## config.mk

```make
export PLATFORM = sky130hd
export DESIGN_NAME = and_frame_accumulator
export DESIGN_NICKNAME = d
export VERILOG_FILES = /design/src/rtl/and_frame_accumulator.sv
export SDC_FILE = /design/constraint.sdc
export NUM_CORES = 1
export LEC_CHECK = 0
export ABC_CLOCK_PERIOD_IN_PS = 2250
export CORE_MARGIN = 1
export CORE_UTILIZATION = 50
export CTS_CLUSTER_DIAMETER = 120
export DETAILED_ROUTE_END_ITERATION = 8
export GPL_TIMING_DRIVEN = 0
export PLACE_DENSITY = 0.79
export SETUP_SLACK_MARGIN = 0.4
export SLEW_MARGIN = 25
export SYNTH_ARGS = -nofsm -noshare
export SYNTH_HDL_FRONTEND = slang
export SYNTH_SLANG_ARGS = --single-unit
export TNS_END_PERCENT = 10
```

## constraint.sdc

```tcl
create_clock -name i_clk -period 2.25 [get_ports i_clk]
set_input_delay 0.3375 -clock i_clk [delete_from_list [all_inputs] [get_ports i_clk]]
set_output_delay 0.3375 -clock i_clk [all_outputs]
set_load 0.03 [all_outputs]
```

## src/rtl/and_frame_accumulator.sv

```systemverilog
// Frame accumulator for the 1-bit output of an AND-gate tree: groups FRAME_LEN
// accepted samples, then presents their AND and ones-count until the sink takes it.
module and_frame_accumulator #(
  parameter int FRAME_LEN = 4,
  parameter int CNT_W     = 3,
  parameter int FRM_W     = 8
) (
  input  logic             i_clk,
  input  logic             i_rst_n,
  input  logic             i_valid,
  input  logic             i_bit,
  output logic             o_ready,
  input  logic             i_flush,
  output logic             o_valid,
  input  logic             i_ready,
  output logic             o_result,
  output logic [CNT_W-1:0] o_ones,
  output logic [FRM_W-1:0] o_frames
);

  // Handshakes: a sample transfers on a rising edge with i_valid && o_ready;
  // a result transfers on a rising edge with o_valid && i_ready. Both ready and
  // valid come straight from the state register, so nothing is combinational.
  typedef enum logic {
    ACCUM = 1'b0,
    HOLD  = 1'b1
  } state_e;

  localparam logic [CNT_W-1:0] LAST_IDX = CNT_W'(FRAME_LEN - 1);

  state_e             state_q;
  logic               acc_q;
  logic [CNT_W-1:0]   idx_q;
  logic [CNT_W-1:0]   ones_q;
  logic               result_q;
  logic [CNT_W-1:0]   ones_out_q;
  logic [FRM_W-1:0]   frames_q;

  logic               acc_d;
  logic [CNT_W-1:0]   idx_d;
  logic [CNT_W-1:0]   ones_d;
  logic [FRM_W-1:0]   frames_d;

  always_comb begin
    acc_d    = acc_q & i_bit;
    idx_d    = idx_q + CNT_W'(1);
    ones_d   = ones_q + CNT_W'(i_bit);
    frames_d = frames_q + FRM_W'(1);
  end

  always_ff @(posedge i_clk) begin
    if (!i_rst_n) begin
      state_q    <= ACCUM;
      acc_q      <= 1'b1;
      idx_q      <= '0;
      ones_q     <= '0;
      result_q   <= 1'b0;
      ones_out_q <= '0;
      frames_q   <= '0;
    end else if (i_flush) begin
      // Flush drops the partial frame and any pending result; the last
      // result/ones values are left alone since they are only read under o_valid.
      state_q <= ACCUM;
      acc_q   <= 1'b1;
      idx_q   <= '0;
      ones_q  <= '0;
    end else begin
      case (state_q)
        ACCUM: begin
          if (i_valid) begin
            if (idx_q == LAST_IDX) begin
              result_q   <= acc_d;
              ones_out_q <= ones_d;
              acc_q      <= 1'b1;
              idx_q      <= '0;
              ones_q     <= '0;
              state_q    <= HOLD;
            end else begin
              acc_q  <= acc_d;
              idx_q  <= idx_d;
              ones_q <= ones_d;
            end
          end
        end
        HOLD: begin
          if (i_ready) begin
            frames_q <= frames_d;
            state_q  <= ACCUM;
          end
        end
        default: state_q <= ACCUM;
      endcase
    end
  end

  assign o_ready  = (state_q == ACCUM);
  assign o_valid  = (state_q == HOLD);
  assign o_result = result_q;
  assign o_ones   = ones_out_q;
  assign o_frames = frames_q;

endmodule

```

==> results.toml, run 1 <==
[sta]
timing.final.crit_share_pct = 78.06
fmax_mhz = 569.4
finalCriticalPeriod_ns = 1.756
slew_violations = 0
rsz0062_at_grt = "no"
finalHoldWorstSlack_ns = 0.4592
setup_viol = 0
slew_headroom_pct = 76.17
finalSetupTns_ns = 0
worst_pin_slew_ns = 0.3575
hold_violations = 0
fin_skew_ns = 0.001737

[global_routing]
antenna_found_initial = 0
grt_pass1_wl_um = 3042
globalRouteOverflowTotal = 0
grt_pass1_vias = 707
track_usage_pct = 21.29
grt_max_degree = 12

[power_and_ir_drop]
p_per_area_nw_per_um2 = 517.2
vdd_drop_max_v = 0.0003356
leakage_nw = 0.4893

[synth]
syn_avg_cell_area_um2 = 9.714
ys_ff_latch = 20
synthesis.area_um2 = 903.4
synthCells = 93
yosysUniqueCellTypes = 27
ys_seq_area_share_pct = 44.32
syn-num-nets = 103
yosys_warnings = 0

[worst_setup_path]
crit_family = "buffers and inverters"
cp_slowest_cell = "clkdlybuf4s50_1"
startpoint_type = "flip-flop"
end_kind = "primary output"
timing.critical_path.buf_inv = 1
critPathArrivalTime_ns = 1.42
cp_max_fo = 3
critPathMaxStageDelay_ns = 0.70
path_class = "flip-flop to primary output"
critPathRequiredTime_ns = 1.91
path_cells = "clkdlybuf4s50_1"

[hold_path]
hp-class = "flip-flop to flip-flop"

[floorplan]
fp.coreArea_um2 = 1594
die_height_um = 44.51
io_pins = 20
rows = 14
start_util_pct = 56.67
die_x_um = 44.51
die_area_um2 = 1981

[cells_and_area]
fin_nets = 127
antennaDiodeCount = 0
final_area_um2 = 1160
final_cell_mix = "19 x dfxtp_1, 18 x clkdlybuf4s50_1, 10 x nand2_1"
final_common_cell = "dfxtp_1"
fill_cells = 138
area_growth_pct = 28.39
multi_input_area_um2 = 495.5
final_core_util_pct = 72.76
regArea_um2 = 401.6
drive_gt1_share_pct = 6.897
final_cells = 140

[clock_tree]
cts_made_buffers = 3
htree_levels = 1
cts_tree = "built"
cts_root_buf = "clkbuf_4"
path_clk_slew_ns = 0.11
clockBufferDepth = 2
post_cts_buffers = 0
cts.sinks = 20
clk_latency_ns = 0.30

[placement]
detailed_place.area_um2 = 1124
portBuffers = 19
post-dp-hpwl_um = 1351
gp_congestion = 0.7839
place_inst = 136

[detailed_routing]
routed_wl_um = 1827
avgViaCountPerCell = 5.343
wire_per_inst_um = 13.05
drt_iter0_drc = 20
drtPass1Iterations = 4
ant_nets = 0
num_vias = 748
drc = 0

[run_status]
status = "complete, no violations"

[run]
maxCapViolCount = 0
metal layers:
layer / vias up / track usage, % / part of all wire, %
met5: - / 0 / 0
met2: 21 / 32.94 / 47
met4: 0 / 11.52 / 1.3
met3: 4 / 4.898 / 4.2
li1: 370 / - / -
met1: 353 / 27.41 / 48
tightest hold or removal path: stages, from the launching register on:
cell     delay [ns]
dfxtp_1        0.34
nand2_1        0.06
a21oi_1        0.03
flip-flops by register name (all words and copies together) (netlist names):
register and count:
o_frames 8, o_result 1, o_ones 3, acc_q 1
idx_q 3, o_valid 1, ones_q 3
per-stage QoR:
stage	worst slack, ns	total power, mW
2_1_floorplan	0.7992	0.3824
3_3_place_gp	0.4495	0.3988
3_5_place_dp	0.3994	0.4003
4_1_cts	0.4037	0.6071
5_1_grt	0.4312	0.6235
6_report	0.4937	0.5998
report_power, final:
group	switching, mW	internal, mW
logic	0.0175	0.0170
clock network	0.109	0.0987
registers	0.00164	0.356
area by class of cell:
| class | instances | share of cell area, % |
|---|---|---|
| multi-input combinational | 71 | 42.72 |
| sequential | 20 | 34.63 |
| timing repair buffer | 19 | 16.29 |
| clock buffer | 4 | 3.128 |
| tap | 24 | 2.589 |
| buffer | 1 | 0.3236 |
| inverter | 1 | 0.3236 |
cell usage after synthesis:
master	n	area share, %
or3_1	2	1.4
dfxtp_1	20	44
inv_1	1	0.42
xor2_1	3	2.9
xnor2_1	3	2.9
nor4_4	1	2.4
and2_1	5	3.5
nand4b_1	1	0.97
o21ai_0	5	2.8
nand2b_1	3	2.1
a22oi_1	2	1.7
nand3b_1	2	1.7
a21boi_0	3	2.5
nor2_1	4	1.7
clkbuf_1	1	0.42
nand4b_4	1	2.6
and2b_1	1	0.83
nand3_1	2	1.1
mux2i_1	3	3.3
nor3_1	3	1.7
nand2_1	10	4.2
nor2_2	1	0.69
o211a_1	1	1.1
ha_1	4	5.5
nand4bb_1	1	1.2
a21oi_1	5	2.8
nor2b_1	5	3.5
cell families after synthesis:
logic type               after synthesis  share of synthesized area, %
AND/OR/NAND/NOR                       42                         29.36
flip-flops                            20                         44.32
AO/OA/AOI/OAI                         16                         10.80
XOR/XNOR                               6                         5.818
adder cells (fa/ha/maj)                4                         5.540
multiplexers                           3                         3.324
buffers and inverters                  2                        0.8302
final timing paths:
kind,end,from,depth (start not counted),slack (ns)
worst min register to register,idx_q[2]$_SDFFE_PP0P_,idx_q[2]$_SDFFE_PP0P_,2,0.46
worst max-delay path,o_frames[2],o_frames[2]$_SDFFE_PN0P_,1,0.49
worst max register to register,o_ones[1]$_SDFFE_PN0P_,idx_q[0]$_SDFFE_PP0P_,5,0.82
worst min-delay path,idx_q[2]$_SDFFE_PP0P_,idx_q[2]$_SDFFE_PP0P_,2,0.46
timing repair:
item | 4_1_cts | 5_1_grt
hold buffers | 0 | 0
endpoints found under the setup margin | 2 | 1
gates resized for setup | 1 | 1
Power figures use the tool's default switching activity.
==> inputs of run 2 (changes only) <==
--- a/config.mk
+++ b/config.mk
@@ -5,13 +5,13 @@
 export SDC_FILE = /design/constraint.sdc
 export NUM_CORES = 1
 export LEC_CHECK = 0
-export ABC_CLOCK_PERIOD_IN_PS = 2250
+export ABC_CLOCK_PERIOD_IN_PS = 1800
 export CORE_MARGIN = 1
-export CORE_UTILIZATION = 50
+export CORE_UTILIZATION = 48
 export CTS_CLUSTER_DIAMETER = 120
 export DETAILED_ROUTE_END_ITERATION = 8
 export GPL_TIMING_DRIVEN = 0
-export PLACE_DENSITY = 0.79
+export PLACE_DENSITY = 0.77
 export SETUP_SLACK_MARGIN = 0.4
 export SLEW_MARGIN = 25
 export SYNTH_ARGS = -nofsm -noshare
==> constraint.sdc (replaced) <==
create_clock -name i_clk -period 1.8 [get_ports i_clk]
set_input_delay 0.27 -clock i_clk [delete_from_list [all_inputs] [get_ports i_clk]]
set_output_delay 0.27 -clock i_clk [all_outputs]
set_load 0.03 [all_outputs]
==> run 2 against run 1 <==
  * Non-clock buffer count did not move
  * Sequential power is 25% higher
  * Total power grew 44%
  * Wire length fell by 6.0%
  * Via count shrank 3.6%
  * Clock-buffer cell count is 1 lower
  * Critical path depth stayed put
  * Utilization shrank 5.5 points
  * Clock skew is 0.0010 ns lower
  * Die area is 4.0% higher
  * Critical endpoint is now o_ones[2]
  * Largest power group unchanged
==> results.toml, run 2 (synthesis results as in run 1) <==
[sta]
hold_violations = 0
finalHoldWorstSlack_ns = 0.4652
fin_skew_ns = 0.0007292
slew_headroom_pct = 78.47
rsz0062_at_grt = "yes"
worst_pin_slew_ns = 0.3220
fmax_mhz = 619.3
slew_violations = 0
timing.final.crit_share_pct = 89.70
finalCriticalPeriod_ns = 1.615
setup_ws_ns = 0.1854
finalSetupTns_ns = 0
setup_viol = 0

[cells_and_area]
final_common_cell = "dfxtp_1"
final_cell_mix = "19 x dfxtp_1, 10 x nand2_1, 9 x clkdlybuf4s50_1"
fin_nets = 127
drive_gt1_share_pct = 6.897
area_growth_pct = 29.92
final_area_um2 = 1174
antennaDiodeCount = 0
fill_cells = 153
largest_register_ffs = 8

[clock_tree]
cts.sinks = 20
cts_tree = "built"
htree_levels = 1
post_cts_buffers = 0
clk_latency_ns = 0.30
cts_hold_buf = 0
clockBufferDepth = 2
path_clk_slew_ns = 0.12
cts_made_buffers = 3
cts_root_buf = "clkbuf_4"

[worst_setup_path]
r2r_cells = 5
path_class = "flip-flop to primary output"
critPathLaunch = "o_ones[2]$_SDFFE_PN0P_"
crit_end = "o_ones[2]"
critPathMaxStageDelay_ns = 0.68
critPathRequiredTime_ns = 1.53
rrSetupSlack_ns = 0.40
reg2reg_to = "o_ones[1]$_SDFFE_PN0P_"
critPathArrivalTime_ns = 1.34
path_cells = "clkdlybuf4s50_1"
crit_family = "buffers and inverters"
r2r-start = "idx_q[0]$_SDFFE_PP0P_"
cp_slowest_cell = "clkdlybuf4s50_1"
startpoint_type = "flip-flop"
cp_num_cells = 1
timing.critical_path.buf_inv = 1
cp_max_fo = 2
end_kind = "primary output"

[global_routing]
busiest_layer = "met2"
grt_pass1_wl_um = 2725
use_met1_pct = 26.55
globalRouteOverflowTotal = 0
use_met2_pct = 28.00
use_met3_pct = 3.571
antenna_found_initial = 0
track_usage_pct = 18.76
grt_max_degree = 13
grt_pass1_vias = 594

[floorplan]
io_pins = 20
fp.coreArea_um2 = 1745
die_height_um = 45.38
rows = 15
start_util_pct = 51.76
die_x_um = 45.38
die_area_um2 = 2059

[power_and_ir_drop]
leakage_nw = 0.5608
vdd_drop_max_v = 0.0005548
p_total_mw = 0.8613
p_per_area_nw_per_um2 = 733.9

[detailed_routing]
drtPass1Iterations = 3
ant_nets = 0
drt_iter0_drc = 4
routed_wl_um = 1717
wire_per_inst_um = 12.18
avgViaCountPerCell = 5.113
num_vias = 721
drc = 0

[placement]
portBuffers = 19
pre_cts_ws_ns = 0.07909
post-dp-hpwl_um = 1220
gp_congestion = 0.7543
detailed_place.area_um2 = 1126

[hold_path]
hp-start = "idx_q[2]$_SDFFE_PP0P_"
holdPathStages = 2
hp-class = "flip-flop to flip-flop"

[run]
maxCapViolCount = 0

[run_status]
status = "complete, no violations"
run 2: power breakdown:
part	total, mW	switching [mW]	internal [mW]	leakage (nW)
clock	0.372	0.147	0.225	0.0279
combinational	0.0419	0.0208	0.0211	0.371
sequential	0.447	0.00180	0.446	0.162
total	0.861	0.170	0.692	0.561
run 2: worst min-delay path by stage:
stage / end / slack (ns)
global route: idx_q[2]$_SDFFE_PP0P_ / 0.48
CTS: idx_q[2]$_SDFFE_PP0P_ / 0.46
floorplan: acc_q$_SDFFE_PP1P_ / 0.40
global placement: idx_q[2]$_SDFFE_PP0P_ / 0.44
detailed placement: idx_q[2]$_SDFFE_PP0P_ / 0.44
finish: idx_q[2]$_SDFFE_PP0P_ / 0.47
run 2: layout make-up:
cell class	count	area (µm²)	share of cell area, %
Timing Repair Buffer	19	185.2	15.78
Inverter	1	3.754	0.3198
Tap cell	25	31.28	2.665
Multi-Input combinational cell	71	495.5	42.22
Buffer	1	3.754	0.3198
Clock inverter	1	30.03	2.559
Sequential cell	20	401.6	34.22
Clock buffer	3	22.52	1.919
run 2: per-layer routing:
layer / routed length, µm / part of all wire (%) / up-vias
li1: - / - / 369
met5: 0 / 0 / -
met2: 773 / 45 / 16
met3: 56 / 3.3 / 4
met1: 868 / 51 / 332
met4: 19 / 1.1 / 0
run 2: stage by stage:
stage          util, %  cells
3_3_place_gp     64.52    137
3_5_place_dp     64.52    137
4_1_cts          66.95    141
5_1_grt          67.24    141
6_report         67.24    141
2_1_floorplan        -     93
run 2: what timing repair did:
action                     CTS  global route
hold endpoints to repair     0             0
setup endpoints to repair   15            22
resized for setup            8             2
==> inputs of run 3 (changes only) <==
--- a/config.mk
+++ b/config.mk
@@ -5,7 +5,7 @@
 export SDC_FILE = /design/constraint.sdc
 export NUM_CORES = 1
 export LEC_CHECK = 0
-export ABC_CLOCK_PERIOD_IN_PS = 1800
+export ABC_CLOCK_PERIOD_IN_PS = 1600
 export CORE_MARGIN = 1
 export CORE_UTILIZATION = 48
 export CTS_CLUSTER_DIAMETER = 120
@@ -17,4 +17,3 @@
 export SYNTH_ARGS = -nofsm -noshare
 export SYNTH_HDL_FRONTEND = slang
 export SYNTH_SLANG_ARGS = --single-unit
-export TNS_END_PERCENT = 10
==> constraint.sdc (replaced) <==
create_clock -name i_clk -period 1.6 [get_ports i_clk]
set_input_delay 0.24 -clock i_clk [delete_from_list [all_inputs] [get_ports i_clk]]
set_output_delay 0.24 -clock i_clk [all_outputs]
set_load 0.03 [all_outputs]
==> run 3 against run 2 <==
  * Cell area increased by 6.3%
  * Critical path depth is 2 higher
  * Global-route usage increased by 0.38 points
==> results.toml, run 3 (synthesis results as in run 1) <==
[global_routing]
antenna_found_initial = 0
globalRouteOverflowTotal = 0
grt_pass1_vias = 668
track_usage_pct = 19.13
grt_max_degree = 12
grt_pass1_wl_um = 2822

[sta]
fin_skew_ns = 0.01035
worst_pin_slew_ns = 0.3485
timing.final.crit_share_pct = 75.70
rsz0062_at_grt = "yes"
hold_violations = 0
slew_violations = 0
setup_viol = 0
finalSetupTns_ns = 0
fmax_mhz = 825.6
slew_headroom_pct = 76.77
finalCriticalPeriod_ns = 1.211

[cells_and_area]
final_cell_mix = "13 x buf_2, 10 x dfxtp_1, 8 x nand2_1"
final_common_cell = "buf_2"
final_core_util_pct = 71.47
fin_nets = 132
area_growth_pct = 38.09
largest_register_ffs = 8
drive_gt1_share_pct = 40.50
antennaDiodeCount = 0
fill_cells = 148

[clock_tree]
clk_latency_ns = 0.30
cts_tree = "built"
htree_levels = 1
cts_root_buf = "clkbuf_4"
cts.sinks = 20
cts_hold_buf = 0
cts_made_buffers = 3
path_clk_slew_ns = 0.12
clockBufferDepth = 2

[power_and_ir_drop]
p_per_area_nw_per_um2 = 678.8
vdd_drop_max_v = 0.0004649
leakage_nw = 0.5587

[floorplan]
rows = 15
start_util_pct = 51.76
io_pins = 20
fp.coreArea_um2 = 1745
die_area_um2 = 2059
die_height_um = 45.38
die_x_um = 45.38

[hold_path]
hp-class = "primary input to flip-flop"
hp-start = "i_bit"
holdPathStages = 3
min_to = "o_result$_SDFFE_PN0P_"

[detailed_routing]
drt_iter0_drc = 9
wire_per_inst_um = 13.17
avgViaCountPerCell = 5.062
drtPass1Iterations = 4
num_vias = 739
drc = 0
routed_wl_um = 1923
ant_nets = 0

[worst_setup_path]
path_cells = "nand4b_4 > or3_1 > a21boi_1"
end_kind = "flip-flop"
critPathArrivalTime_ns = 1.44
rrSetupSlack_ns = 0.39
cp_max_fo = 7
startpoint_type = "flip-flop"
critPathRequiredTime_ns = 1.83
cp_slowest_cell = "dfxtp_4"
critPathMaxStageDelay_ns = 0.41
reg2reg_to = "o_frames[3]$_SDFFE_PN0P_"
r2r-start = "o_valid$_SDFF_PP0_"
path_class = "flip-flop to flip-flop"
r2r_cells = 3

[run_status]
status = "complete, no violations"

[placement]
post-dp-hpwl_um = 1356
portBuffers = 19
gp_congestion = 0.7824

[run]
maxCapViolCount = 0
[run 3: cell count changes in the layout (fill, tap and decap cells not counted), sizes merged]
cell	delta
buf	+19
clkdlybuf4s50	-7
dlygate4sd2	-5
dlymetal6s2s	-2
bufinv	-1
clkbuf	+1
[run 3: area by class of cell]
type	instances	area, µm²	share of cell area [%]
multi-input cells	71	593.1	47.54
inverters	1	3.754	0.3009
clock buffers	4	36.28	2.909
flip-flops and latches	20	422.9	33.90
well taps	25	31.28	2.508
plain buffers	1	3.754	0.3009
repair buffers	24	156.4	12.54
[run 3: how the worst max path moves through the flow]
stage	end	startpoint	depth (start not counted)	slack, ns
after floorplan	o_frames[7]$_SDFFE_PN0P_	o_valid$_SDFF_PP0_	4	0.38
after global placement	o_frames[6]$_SDFFE_PN0P_	i_flush	5	-0.14
after detailed placement	o_frames[7]$_SDFFE_PN0P_	i_flush	5	-0.14
after CTS	o_ones[1]	o_ones[1]$_SDFFE_PN0P_	1	0.40
after global routing	o_ones[1]$_SDFFE_PN0P_	idx_q[1]$_SDFFE_PP0P_	5	0.34
final	o_frames[3]$_SDFFE_PN0P_	o_valid$_SDFF_PP0_	3	0.39
[run 3: critical path: cells and delay by family, from the launching register on]
| family | cells | cell delay (ns) |
|---|---|---|
| AND/OR/NAND/NOR | 2 | 0.59 |
| flip-flops | 1 | 0.41 |
| AO/OA/AOI/OAI | 1 | 0.15 |
[run 3: where the power goes]
part | internal, mW | switching [mW] | leakage (nW) | total [mW]
Clock | 0.139 | 0.158 | 0.0210 | 0.297
Sequential | 0.495 | 0.00284 | 0.168 | 0.498
Combinational | 0.0249 | 0.0276 | 0.370 | 0.0525
Total | 0.659 | 0.188 | 0.559 | 0.847
[run 3: through the flow]
stage          worst slack [ns]  area [µm²]  std cells  total power, mW  hold slack [ns]
3_5_place_dp            -0.1434        1169        137           0.5575           0.4416
6_report                 0.3888        1247        146           0.8467           0.3889
4_1_cts                  0.4030        1177        143           0.8513           0.3670
2_1_floorplan            0.3835       947.2         93           0.5315           0.3652
3_3_place_gp            -0.1421        1169        137           0.5561           0.4362
5_1_grt                  0.3370        1247        146           0.8755           0.4139
[run 3: timing repair]
item,CTS,global route
gates resized for setup,78,17
pin swaps,4,5
endpoints found under the setup margin,26,14
setup buffers,2,3
gates cloned,0,0
[run 3: layer usage]
metal  track usage (%)  part of all wire, %  up-vias
met3             2.381                  3.3        2
met5                 0                    0        -
li1                  -                    -      379
met4             10.91                 0.62        0
met2             28.00                   49       11
met1             27.00                   47      347
==> patch 1: new RTL, config.mk and constraints of run 2 <==
Set the parameter `FRM_W` to 7 (it was 8).
--- a/src/rtl/and_frame_accumulator.sv
+++ b/src/rtl/and_frame_accumulator.sv
@@ -3,7 +3,7 @@
 module and_frame_accumulator #(
   parameter int FRAME_LEN = 4,
   parameter int CNT_W     = 3,
-  parameter int FRM_W     = 8
+  parameter int FRM_W     = 7
 ) (
   input  logic             i_clk,
   input  logic             i_rst_n,
Interface: changed (resized o_frames); port bits go from 20 to 19. The function was not compared with the original's and may differ.
==> patch 1 against run 2 <==
  * Wire length fell by 7.7%
  * Sequential cell count fell by 1
  * Critical endpoint is now o_frames[2]
  * Largest cell class unchanged
  * Die area fell by 2.5%
  * Design area fell by 5.8%
  * Register-to-register slack improved by 110 ps
  * Worst hold slack got worse by 94 ps
  * Area after synthesis fell by 2.6%
  * Total power fell by 21%
  * Setup slack got worse by 28 ps
==> patch 1: results (changes against run 2) <==
| Metric | Value |
|---|---|
| Maximum number of pins on one net before global-route repair | `11 (-2)` |
| Final Net Count | `128 (+0.79%)` |
| Tot Pwr | `0.684 mW (-21%)` |
| Utilization after layout | `0.641 (-0.0318)` |
| Synthesis-stage register bit count | `19 (-5.0%)` |
| Avg WL per Cell | `11.2 um (-8.3%)` |
| Filler cell count | `154 (+0.65%)` |
| Reg power frac | `0.622 (+0.103)` |
| Grt met3 use | `0.0360 (+0.000286)` |
| R2R setup slack | `510 ps (+110 ps)` |
| Top post-synthesis cells by count | `dfxtp_1 (19), nand2_1 (17), a21oi_1 (6), mux2i_1 (6)` |
| Area of the multi-input gates | `477 um2 (-3.8%)` |
| Adder-Cell Fraction of Synth Area | `0.0569 (+0.00150)` |
| Max reg flops | `7 (-1)` |
| Leakage | `0.438 nW (-22%)` |
| Synth top area cells | `dfxtp_1 (43%), nand2_1 (7.3%), mux2i_1 (6.8%)` |
| Clock buffer cells | `4 (+1)` |
| Total GRT Usage | `0.172 (-0.0153)` |
| Met2 Resource Use GR | `0.288 (+0.00824)` |
| Placed insts | `138 (+0.73%)` |
| Seq area share | `0.344 (+0.00168)` |
| Slew margin rel. | `0.734 (-0.0505)` |
| Mapped Cells | `96 (+3.2%)` |
| GR Util met1 | `0.223 (-0.0430)` |
| P_sw | `0.153 mW (-9.9%)` |
| Worst setup path end | `o_frames[2]` |
| Pre-CTS setup slack | `76.4 ps (-2.67 ps)` |
| Non-clock buffer area fraction after layout | `0.170 (+0.00870)` |
| First-pass GRT wire length | `2570 um (-5.8%)` |
| Clk cell area share | `0.0238 (-0.0210)` |
| Multi-Input Combinational | `73 (+2.8%)` |
| Worst min-delay path class | `in2reg` |
| Comb power frac | `0.068 (+0.019)` |
| Status | `finished clean` |
| Worst r2r path cells | `4 (-1)` |
| Vias per cell | `5.13 (+0.26%)` |
| XOR/XNOR Fraction of Synth Area | `0.0299 (-0.0283)` |
| CP max FO | `3 (+1)` |
[patch 1: how the worst min path moves through the flow]
stage	end	slack, ps	depth (start not counted)
floorplan	acc_q$_SDFFE_PP1P_	390	2
finish	o_ones[0]$_SDFFE_PN0P_	370	3
global placement	idx_q[2]$_SDFFE_PP0P_	430	2
global route	o_frames[4]$_SDFFE_PN0P_	390	2
CTS	o_ones[0]$_SDFFE_PN0P_	380	3
detailed placement	idx_q[2]$_SDFFE_PP0P_	450	2
[patch 1: routing by layer]
metal / vias to the layer above / share of wire / routed length [um]
met1: 336 / 0.47 / 749
met4: 0 / 0.0076 / 12
met2: 12 / 0.48 / 764
met5: - / 0 / 0
li1: 378 / - / -
met3: 2 / 0.037 / 58
[patch 1: timing repair]
| item | 4_1_cts | 5_1_grt |
|---|---|---|
| hold buffers | 0 | 0 |
| hold endpoints to repair | 0 | 0 |
| setup endpoints to repair | 16 | 17 |
| setup buffers | 0 | 0 |
| resized for setup | 3 | 1 |
==> patch 2: new RTL, config.mk and constraints of run 2 <==
Without the edit above. Reset style: asynchronous (`i_rst_n`), changed in one clocked block.
--- a/src/rtl/and_frame_accumulator.sv
+++ b/src/rtl/and_frame_accumulator.sv
@@ -48,7 +48,7 @@
     frames_d = frames_q + FRM_W'(1);
   end
 
-  always_ff @(posedge i_clk) begin
+  always_ff @(posedge i_clk or negedge i_rst_n) begin
     if (!i_rst_n) begin
       state_q    <= ACCUM;
       acc_q      <= 1'b1;
Formal check against the unedited RTL: differs if i_rst_n is asserted again (counterexample within 10 cycles, from zero or initial values and one cycle with i_rst_n low); with i_rst_n held inactive, the same outputs for 10 cycles.
==> patch 2 against run 2 <==
  * Critical path depth unchanged
  * Wire length shrank 10%
  * Fmax is 0.52% lower
  * Sequential share of layout area increased by 7.8 points
  * Setup slack worse by 8.4 ps
  * Synthesized cell count fell by 23%
  * Design area is 1.9% higher
  * Sequential cell count did not move
  * Area after synthesis grew 2.1%
  * Critical endpoint is now o_frames[7]
Power is not compared: it rests on default switching activity, and its combinational part moved more than twofold at a synthesized area within 25%.
==> patch 2: results (changes against run 2) <==
| Metric | Value |
|---|---|
| Dominant synthesized flop cell | `dfrtp_1` |
| Slowest-stage cell, CP | `clkdlybuf4s50_1` |
| Non-Filler Instances | `121 (-14%)` |
| Synth unique cells | `29 (+7.4%)` |
| Compound-gate portion of the synthesized area | `0.0638 (-0.0443)` |
| Post-DP HPWL | `1130 um (-7.7%)` |
| Sequential fraction of the synthesis area | `0.544 (+0.101)` |
| Post-synthesis mux area share | `0.0719 (+0.0387)` |
| Grt total ovfl | `0 (unchanged)` |
| Avg WL per Cell | `12.7 um (+4.4%)` |
| Worst min-delay path class | `in2async` |
| Share of cells above drive strength 1 | `0.219 (+0.150)` |
| Worst VDD drop | `0.000655 V` |
| Total GRT Usage | `0.175 (-0.0124)` |
| Post-synthesis net count | `82 (-20%)` |
| Drt first pass iters | `4 (+1)` |
| Async SR Flop Fraction | `1.00 (+1.00)` |
| Initial antenna violation count | `0 (unchanged)` |
| Status | `finished clean` |
| First-pass GRT wire length | `2500 um (-8.4%)` |
| Adder-Cell Fraction of Synth Area | `0.0543 (-0.00113)` |
| Synth top area cells | `dfrtp_1 (52%), mux2_2 (6.1%), ha_1 (5.4%)` |
| Worst-margin pin slew | `455 ps (+133 ps)` |
| Maximum number of pins on one net before global-route repair | `21 (+8)` |
| Via count | `638 (-12%)` |
| CTS resizes | `9 (+1)` |
| XOR/XNOR Fraction of Synth Area | `0.0760 (+0.0178)` |
| Worst hold slack | `433 ps (-32.7 ps)` |
| Initial DRC count | `6 (+2)` |
| Mapped Cells | `72 (-23%)` |
| Top post-synthesis cells by count | `dfrtp_1 (19), mux2_2 (5), xor2_1 (5)` |
| R2R setup slack | `290 ps (-110 ps)` |
| Vias in the first global route | `572 (-3.7%)` |
| Routability cong. | `0.670 (-11%)` |
| Dpl cell area | `1150 um2 (+1.9%)` |
| Worst r2r path cells | `4 (-1)` |
| Worst Skew | `5.86 ps (+5.13 ps)` |
| Final Net Count | `107 (-16%)` |
==> patch 2: cell count changes after synthesis, sizes merged, moves of 3 or more <==
cell	run 2	this run
dfxtp	20	0
dfrtp	0	19
nand2	10	4
and2	5	0
mux2	0	5
a21oi	5	1
nor2b	5	1
o21ai	5	1
a21boi	3	0
a22o	0	3
inv	1	4
==> patch 2: worst paths after layout <==
check	end	from
worst min-delay path	o_frames[6]$_DFFE_PN0P_	i_rst_n
worst max register to register	o_ones[0]$_DFFE_PN0P_	idx_q[1]$_DFFE_PN0P_
max in group asynchronous	acc_q$_DFFE_PN1P_	i_rst_n
worst max-delay path	o_frames[7]	o_frames[7]$_DFFE_PN0P_
worst min register to register	o_frames[7]$_DFFE_PN0P_	o_frames[7]$_DFFE_PN0P_
min in group i_clk	o_frames[7]$_DFFE_PN0P_	o_frames[7]$_DFFE_PN0P_
==> patch 2: layout make-up <==
type	count	area (um2)
Clock buffer	4	36.3
Fill cell	144	568
Inverter	4	15.0
Multi-Input combinational cell	48	419
Sequential cell	20	503
Tap cell	25	31.3
Timing Repair Buffer	20	191
==> patch 2: power breakdown <==
part           switching (mW)  total, mW  internal (mW)
combinational          0.0732      0.133         0.0602
sequential             0.0142      0.487          0.473
clock                   0.137      0.261          0.124
total                   0.225      0.881          0.657
==> patch 2: per-layer routing <==
| layer | up-vias | share of wire | GRT usage |
|---|---|---|---|
| met5 | - | 0 | 0 |
| met4 | 0 | 0.023 | 0.106 |
| met3 | 5 | 0.038 | 0.0476 |
| met2 | 13 | 0.43 | 0.243 |
| met1 | 314 | 0.50 | 0.241 |
| li1 | 306 | - | - |
==> patch 2: through the flow <==
stage	worst slack [ps]	TNS (ps)
finish	177	0
global route	135	0
CTS	129	0
detailed placement	-66.2	-66.2
global placement	-27.9	-27.9
floorplan	410	0
